**src/rtl/rei_pkg.sv**
```systemverilog
`default_nettype none
// ============================================================================
// Module      : rei_pkg
// Description : Shared definitions for the machine-mode CSR file. This package
//               holds the CSR address map, the mstatus bit positions and the
//               misa value, plus a small decode helper.
// Revision    : 1.0 - initial release
// ============================================================================
package rei_pkg;

    localparam int XLEN = 32;

    // Machine-mode CSR addresses
    localparam logic [11:0] CSR_MSTATUS   = 12'h300;
    localparam logic [11:0] CSR_MISA      = 12'h301;
    localparam logic [11:0] CSR_MTVEC     = 12'h305;
    localparam logic [11:0] CSR_MSCRATCH  = 12'h340;
    localparam logic [11:0] CSR_MEPC      = 12'h341;
    localparam logic [11:0] CSR_MCAUSE    = 12'h342;
    localparam logic [11:0] CSR_MTVAL     = 12'h343;
    localparam logic [11:0] CSR_MCYCLE    = 12'hB00;
    localparam logic [11:0] CSR_MINSTRET  = 12'hB02;
    localparam logic [11:0] CSR_MCYCLEH   = 12'hB80;
    localparam logic [11:0] CSR_MINSTRETH = 12'hB82;
    localparam logic [11:0] CSR_MHARTID   = 12'hF14;

    // User-level read-only counter shadows
    localparam logic [11:0] CSR_CYCLE     = 12'hC00;
    localparam logic [11:0] CSR_TIME      = 12'hC01;
    localparam logic [11:0] CSR_INSTRET   = 12'hC02;
    localparam logic [11:0] CSR_CYCLEH    = 12'hC80;
    localparam logic [11:0] CSR_TIMEH     = 12'hC81;
    localparam logic [11:0] CSR_INSTRETH  = 12'hC82;

    // mstatus fields
    localparam int          MSTATUS_MIE   = 3;
    localparam int          MSTATUS_MPIE  = 7;
    localparam logic [1:0]  MSTATUS_MPP_M = 2'b11;

    // misa: MXL=1 (32-bit), extension I only
    localparam logic [XLEN-1:0] MISA_VAL  = 32'h4000_0100;

    // Addresses with [11:10]==2'b11 are read-only by construction
    function automatic logic csr_is_ro(input logic [11:0] addr);
        return (addr[11:10] == 2'b11);
    endfunction

endpackage
`default_nettype wire

```
**src/rtl/csr_counter.sv**
```systemverilog
`default_nettype none
// ============================================================================
// Module      : csr_counter
// Description : 64-bit CSR counter with split low/high write access. A write
//               to either half replaces that half, keeps the other half and
//               blocks the increment for that cycle.
// Ports       : clk_i    - clock
//               rst_i    - synchronous active-high reset
//               inc_i    - count enable
//               wlo_i    - write low half with wdata_i
//               whi_i    - write high half with wdata_i
//               wdata_i  - write data
//               count_o  - current 64-bit count
// Revision    : 1.0 - initial release
// ============================================================================
module csr_counter
    import rei_pkg::*;
(
    input  logic            clk_i,
    input  logic            rst_i,
    input  logic            inc_i,
    input  logic            wlo_i,
    input  logic            whi_i,
    input  logic [XLEN-1:0] wdata_i,
    output logic [63:0]     count_o
);

    logic [63:0] r_count;
    logic [63:0] w_count_inc;

    // Natural 64-bit wrap; the low half carries into the high half
    assign w_count_inc = r_count + 64'd1;

    always_ff @(posedge clk_i) begin
        if (rst_i) begin
            r_count <= '0;
        end else if (wlo_i || whi_i) begin
            if (wlo_i) r_count[31:0]  <= wdata_i;
            if (whi_i) r_count[63:32] <= wdata_i;
        end else if (inc_i) begin
            r_count <= w_count_inc;
        end
    end

    assign count_o = r_count;

endmodule
`default_nettype wire

```
**src/rtl/csr_file.sv**
```systemverilog
`default_nettype none
// ============================================================================
// Module      : csr_file
// Description : Machine-mode CSR register file for one hart. It provides a
//               combinational read port for the CSR ALU, a commit write port,
//               trap/mret state updates and the mcycle/minstret counters.
// Config      : REI_ZICNTR_EN - when defined, the user read-only counter
//               shadows C00/C01/C02/C80/C81/C82 are readable.
// Parameters  : MTVEC_RST - mtvec reset value (bits [1:0] forced to 0)
//               MHARTID   - value returned by mhartid
// Ports       : clk_i, rst_i            - clock, synchronous active-high reset
//               csr_raddr_i/csr_rwen_i  - read address / write intent
//               csr_rdata_o/csr_ill_o   - read data / illegal access flag
//               csr_we_i/waddr/wdata    - commit write
//               instret_i               - instruction retired
//               trap_i, trap_cause_i, trap_pc_i, trap_tval_i - trap entry
//               mret_i                  - trap return
//               trap_vec_o, epc_o, mie_o - state for the fetch/interrupt logic
// Revision    : 1.0 - initial release
// ============================================================================
module csr_file
    import rei_pkg::*;
#(
    parameter logic [XLEN-1:0] MTVEC_RST = '0,
    parameter logic [XLEN-1:0] MHARTID   = '0
)(
    input  logic            clk_i,
    input  logic            rst_i,
    input  logic [11:0]     csr_raddr_i,
    input  logic            csr_rwen_i,
    output logic [XLEN-1:0] csr_rdata_o,
    output logic            csr_ill_o,
    input  logic            csr_we_i,
    input  logic [11:0]     csr_waddr_i,
    input  logic [XLEN-1:0] csr_wdata_i,
    input  logic            instret_i,
    input  logic            trap_i,
    input  logic [XLEN-1:0] trap_cause_i,
    input  logic [XLEN-1:0] trap_pc_i,
    input  logic [XLEN-1:0] trap_tval_i,
    input  logic            mret_i,
    output logic [XLEN-1:0] trap_vec_o,
    output logic [XLEN-1:0] epc_o,
    output logic            mie_o
);

    localparam logic [XLEN-1:0] c_align_mask = {{(XLEN-2){1'b1}}, 2'b00};

    logic            r_mie;
    logic            r_mpie;
    logic [XLEN-1:0] r_mtvec;
    logic [XLEN-1:0] r_mscratch;
    logic [XLEN-1:0] r_mepc;
    logic [XLEN-1:0] r_mcause;
    logic [XLEN-1:0] r_mtval;

    logic [63:0]     w_mcycle;
    logic [63:0]     w_minstret;
    logic [XLEN-1:0] w_mstatus;
    logic [XLEN-1:0] w_rdata;
    logic            w_known;
    logic            w_we;

    // A trap or mret in the same cycle swallows the commit write completely,
    // including any counter write.
    assign w_we = csr_we_i & ~trap_i & ~mret_i;

    // ------------------------------------------------------------------
    // Counters
    // ------------------------------------------------------------------
    csr_counter u_mcycle (
        .clk_i   (clk_i),
        .rst_i   (rst_i),
        .inc_i   (1'b1),
        .wlo_i   (w_we && (csr_waddr_i == CSR_MCYCLE)),
        .whi_i   (w_we && (csr_waddr_i == CSR_MCYCLEH)),
        .wdata_i (csr_wdata_i),
        .count_o (w_mcycle)
    );

    csr_counter u_minstret (
        .clk_i   (clk_i),
        .rst_i   (rst_i),
        .inc_i   (instret_i),
        .wlo_i   (w_we && (csr_waddr_i == CSR_MINSTRET)),
        .whi_i   (w_we && (csr_waddr_i == CSR_MINSTRETH)),
        .wdata_i (csr_wdata_i),
        .count_o (w_minstret)
    );

    // ------------------------------------------------------------------
    // Machine state registers
    // ------------------------------------------------------------------
    always_ff @(posedge clk_i) begin
        if (rst_i) begin
            r_mie      <= 1'b0;
            r_mpie     <= 1'b0;
            r_mtvec    <= MTVEC_RST & c_align_mask;
            r_mscratch <= '0;
            r_mepc     <= '0;
            r_mcause   <= '0;
            r_mtval    <= '0;
        end else if (trap_i) begin
            r_mepc     <= trap_pc_i & c_align_mask;
            r_mcause   <= trap_cause_i;
            r_mtval    <= trap_tval_i;
            r_mpie     <= r_mie;
            r_mie      <= 1'b0;
        end else if (mret_i) begin
            r_mie      <= r_mpie;
            r_mpie     <= 1'b1;
        end else if (csr_we_i) begin
            case (csr_waddr_i)
                CSR_MSTATUS: begin
                    r_mie  <= csr_wdata_i[MSTATUS_MIE];
                    r_mpie <= csr_wdata_i[MSTATUS_MPIE];
                end
                CSR_MTVEC:    r_mtvec    <= csr_wdata_i & c_align_mask;
                CSR_MSCRATCH: r_mscratch <= csr_wdata_i;
                CSR_MEPC:     r_mepc     <= csr_wdata_i & c_align_mask;
                CSR_MCAUSE:   r_mcause   <= csr_wdata_i;
                CSR_MTVAL:    r_mtval    <= csr_wdata_i;
                default:      ;  // counters handled above; RO/unknown ignored
            endcase
        end
    end

    // ------------------------------------------------------------------
    // Read port
    // ------------------------------------------------------------------
    always_comb begin
        w_mstatus                = '0;
        w_mstatus[12:11]         = MSTATUS_MPP_M;
        w_mstatus[MSTATUS_MPIE]  = r_mpie;
        w_mstatus[MSTATUS_MIE]   = r_mie;
    end

    always_comb begin
        w_rdata = '0;
        w_known = 1'b1;
        case (csr_raddr_i)
            CSR_MSTATUS:   w_rdata = w_mstatus;
            CSR_MISA:      w_rdata = MISA_VAL;
            CSR_MTVEC:     w_rdata = r_mtvec;
            CSR_MSCRATCH:  w_rdata = r_mscratch;
            CSR_MEPC:      w_rdata = r_mepc;
            CSR_MCAUSE:    w_rdata = r_mcause;
            CSR_MTVAL:     w_rdata = r_mtval;
            CSR_MCYCLE:    w_rdata = w_mcycle[31:0];
            CSR_MCYCLEH:   w_rdata = w_mcycle[63:32];
            CSR_MINSTRET:  w_rdata = w_minstret[31:0];
            CSR_MINSTRETH: w_rdata = w_minstret[63:32];
            CSR_MHARTID:   w_rdata = MHARTID;
`ifdef REI_ZICNTR_EN
            // time has no separate timer here; it mirrors mcycle
            CSR_CYCLE,
            CSR_TIME:      w_rdata = w_mcycle[31:0];
            CSR_CYCLEH,
            CSR_TIMEH:     w_rdata = w_mcycle[63:32];
            CSR_INSTRET:   w_rdata = w_minstret[31:0];
            CSR_INSTRETH:  w_rdata = w_minstret[63:32];
`endif
            default:       w_known = 1'b0;
        endcase
    end

    assign csr_rdata_o = w_rdata;
    assign csr_ill_o   = ~w_known | (csr_rwen_i & csr_is_ro(csr_raddr_i));

    assign trap_vec_o  = r_mtvec;
    assign epc_o       = r_mepc;
    assign mie_o       = r_mie;

endmodule
`default_nettype wire

```
**config.mk**
```make
export PLATFORM = sky130hd
export DESIGN_NAME = csr_file
export DESIGN_NICKNAME = d
export VERILOG_FILES = /design/src/rtl/rei_pkg.sv /design/src/rtl/csr_counter.sv /design/src/rtl/csr_file.sv
export SDC_FILE = /design/constraint.sdc
export NUM_CORES = 1
export LEC_CHECK = 0
export ABC_AREA = 1
export ABC_CLOCK_PERIOD_IN_PS = 4010
export CAP_MARGIN = 20
export CORE_ASPECT_RATIO = 0.9
export CORE_MARGIN = 3
export CORE_UTILIZATION = 31
export DETAILED_ROUTE_END_ITERATION = 10
export GPL_ROUTABILITY_DRIVEN = 1
export GPL_TIMING_DRIVEN = 0
export PLACE_DENSITY = 0.59
export SYNTH_ARGS = -nofsm -noshare
export SYNTH_HDL_FRONTEND = slang
export SYNTH_SLANG_ARGS = --single-unit
```
**constraint.sdc**
```tcl
create_clock -name clk_i -period 4.01 [get_ports clk_i]
set_input_delay 0.401 -clock clk_i [delete_from_list [all_inputs] [get_ports clk_i]]
set_output_delay 0.401 -clock clk_i [all_outputs]
set_load 0.05 [all_outputs]
```
==> results.ini <==
[global_route]
overflow = 0
grt_pass1_vias = 21461
grt_use_total_pct = 32.9
grt_max_degree = 13
grt_pass1_wl_mm = 152
antenna_found_initial = 7

[floorplan]
die_w_um = 263
die-height_um = 237
io_pins = 257
die_area_um2 = 62500
coreArea_um2 = 58600
rows = 84
initial_core_util_pct = 31.5

[synthesis]
synth_area_um2 = 18400
synth-seq-cells = 286
synth_cells = 3122
postSynth.asyncResetShare_pct = 0
synth_ff_type = dfxtp_1
avgSynthCellArea_um2 = 5.91
yosysWarnings = 0
synth.yosys.seq_area_share_pct = 31.0
synth_edf_count = 0
synthDistinctLibCells = 41

[placed_design]
dp.cells = 4149
dpl-instance-area_um2 = 21900
place_hpwl_mm = 85.2
portBuffers = 249
gp_congestion = 1.04

[critical_path]
arrival_ns = 3.61
worstSetupEndpointType = output port
critPathMaxFanout = 9
critPathRequiredTime_ns = 3.61
slowest_stage = clkdlybuf4s50_1
crit_type = input port to output port
critical_path_buf_inv_count = 3
crit_path_cell_trace = clkdlybuf4s50_1 > inv_1 > nand2_1 > nor2_4 > nand3_1 > o22ai_2 > a21oi_1 > nand3_1 > clkdlybuf4s50_1
reg2reg_depth = 10
cp_slowest_stage_delay_ns = 0.84
crit_family = buffers and inverters
crit_cells = 9
cp-start-kind = input port

[clock_network]
ctsHoldBuffers = 0
clk_pin_slew_ns = 0.06
cts_tree = done
cts_setup_buffers = 0
cts_sinks = 286
cts_root_buffer = clkbuf_16
h-tree-depth = 2
cts_buffer_depth = 3
clock_latency_ns = 0.59
cts_buffers = 36

[routing]
routed_via_density = 5.60
vias = 23599
drc = 0
wl_per_cell_um = 25.6
routed_wirelength_mm = 108
drt_iter0_markers = 3298
firstDrtPassIters = 6
drtAntennaViolNets = 0

[timing]
rsz0062_at_grt = no
setup_ws_ns = -0.000958
slew_headroom_pct = 36.2
finClkSkew_ns = 0.0366
tightest_slew_ns = 0.957
min_period_over_period_pct = 100
max_freq_mhz = 249
finalSetupViolations = 1
slew_violations = 0
report.final.hold_viol_count = 0
timing.hold.ws_ns = 0.193
period_minus_slack_ns = 4.01

[worst_hold_path]
min_path_type = input port to flop
min_delay_path_depth = 3

[layout]
finish.instance_area_um2 = 23200
layout-drive-gt1-share_pct = 5.70
area_delta_synth_final_pct = 25.7
final_net_count = 3574
instances_no_fill = 4214

[status]
violations = negative setup slack
status = finished, violations left

[pwr]
peakVddDrop_uv = 260
powerDensity_nw_per_um2 = 320
p_leak_nw = 8.91

[flow_run]
drv_cap = 0

==> kinds of logic (layout without fill, tap and decap cells) <==
kind of cell / after synthesis / after routing / share of synthesized area, %
buf+inv: 389 / 702 / 8.87
fa+ha+maj: 2 / 2 / 0.136
flops: 286 / 286 / 31.0
simple gates: 1639 / 1639 / 35.7
xor+xnor: 52 / 52 / 2.47
compound gates: 753 / 753 / 21.7
other cells: 1 / 6 / 0.0203
==> where the power goes <==
| group | internal, mW | switching (mW) | total (mW) |
|---|---|---|---|
| registers | 2.94 | 0.109 | 3.05 |
| clock network | 1.92 | 1.48 | 3.40 |
| logic | 0.335 | 0.649 | 0.984 |
==> cells in the mapped netlist (8+ instances only) <==
cell type	number	area, µm²
dfxtp_1	286	5730
nand3_1	122	611
buf_4	17	128
a21oi_1	341	1710
xor2_1	44	385
inv_1	221	830
nor2_4	8	90.1
nand4_1	22	138
nor2_2	22	138
o21ai_0	291	1460
nor2_1	447	1680
a211oi_1	30	225
inv_2	10	37.5
buf_2	45	225
nand2_1	990	3720
o22ai_1	29	181
clkbuf_1	79	297
a22oi_1	32	240
o21ai_1	14	70.1
xnor2_1	8	70.1
==> stage by stage <==
stage	setup WS [ns]	TNS [ns]	util, %	power (mW)
after floorplan	1.76	0	-	3.54
after global routing	0.00132	0	39.5	7.58
after detailed placement	-0.365	-2.70	37.4	4.05
after global placement	-0.350	-4.03	37.4	4.05
final	-0.000958	-0.000958	39.5	7.43
after CTS	-0.157	-0.862	39.4	7.37
==> state kept, by name, indices dropped and copies added, names as in the netlist <==
register	cells
epc_o	30
mie_o	1
r_mcause	32
r_mpie	1
r_mscratch	32
r_mtval	32
trap_vec_o	30
u_mcycle.count_o	64
u_minstret.count_o	64
==> per-layer routing <==
metal  share of wire, %  global-route usage, %  vias up
met2                 41                   48.2     1605
met3                 13                   7.95      297
met4                5.7                   15.5        4
met5              0.018                      0        -
met1                 41                   45.6    10977
li1                   -                      -    10716
==> timing repair <==
item / CTS / global route
setup endpoints to repair: 22 / 22
cloned: 0 / 0
resized for setup: 18 / 24
pin swaps: 0 / 1
==> cell type report <==
cell class / count / area (µm²)
sequential: 286 / 5730
tap: 774 / 968
clock inverter: 5 / 67.6
timing repair buffer: 250 / 2500
multi-input combinational: 2450 / 11200
inverter: 233 / 877
fill: 6565 / 35500
buffer: 156 / 762
clock buffer: 58 / 1110
antenna: 2 / 5.00
==> placed cells by master, fill, tap and decap left out, types with 8 or more instances in the layout <==
cell and instances:
a211oi_1 30, buf_4 17, nand3_1 121, buf_2 46
o22ai_2 8, nor2_4 9, nand2_1 990, clkbuf_16 37
dlymetal6s2s_1 10, nor2_1 447, o21ai_1 16, dfxtp_1 286
dlygate4sd2_1 11, clkbuf_8 11, clkdlybuf4s50_1 227, inv_2 10
o22ai_1 21, inv_1 221, a22oi_1 32, nand4_1 22
xor2_1 44, clkbuf_1 87, o21ai_0 289, xnor2_1 8
a21oi_1 341, nor2_2 21
==> worst paths after layout <==
check / slack, ns / start / end
max: -0.001 / csr_raddr_i[3] / csr_rdata_o[31]
min: 0.19 / trap_i / r_mpie$_SDFFE_PP0P_
max reg2reg: 1.45 / u_minstret.count_o[0]$_SDFFE_PP0P_ / u_minstret.count_o[30]$_SDFFE_PP0P_
min reg2reg: 0.47 / r_mcause[31]$_SDFFE_PP0P_ / r_mcause[31]$_SDFFE_PP0P_
==> worst reg2reg max path, cell delays in order, from the launching register on <==
cell and delay, ns:
dfxtp_1 0.41, ha_1 0.21, nand2_1 0.08, nor2_2 0.25, nand2_1 0.17, nor2_2 0.36, nand2_1 0.34, inv_1 0.27
nor2_1 0.06, o21ai_0 0.19, a21oi_1 0.09
(Power assumes the default switching activity.)
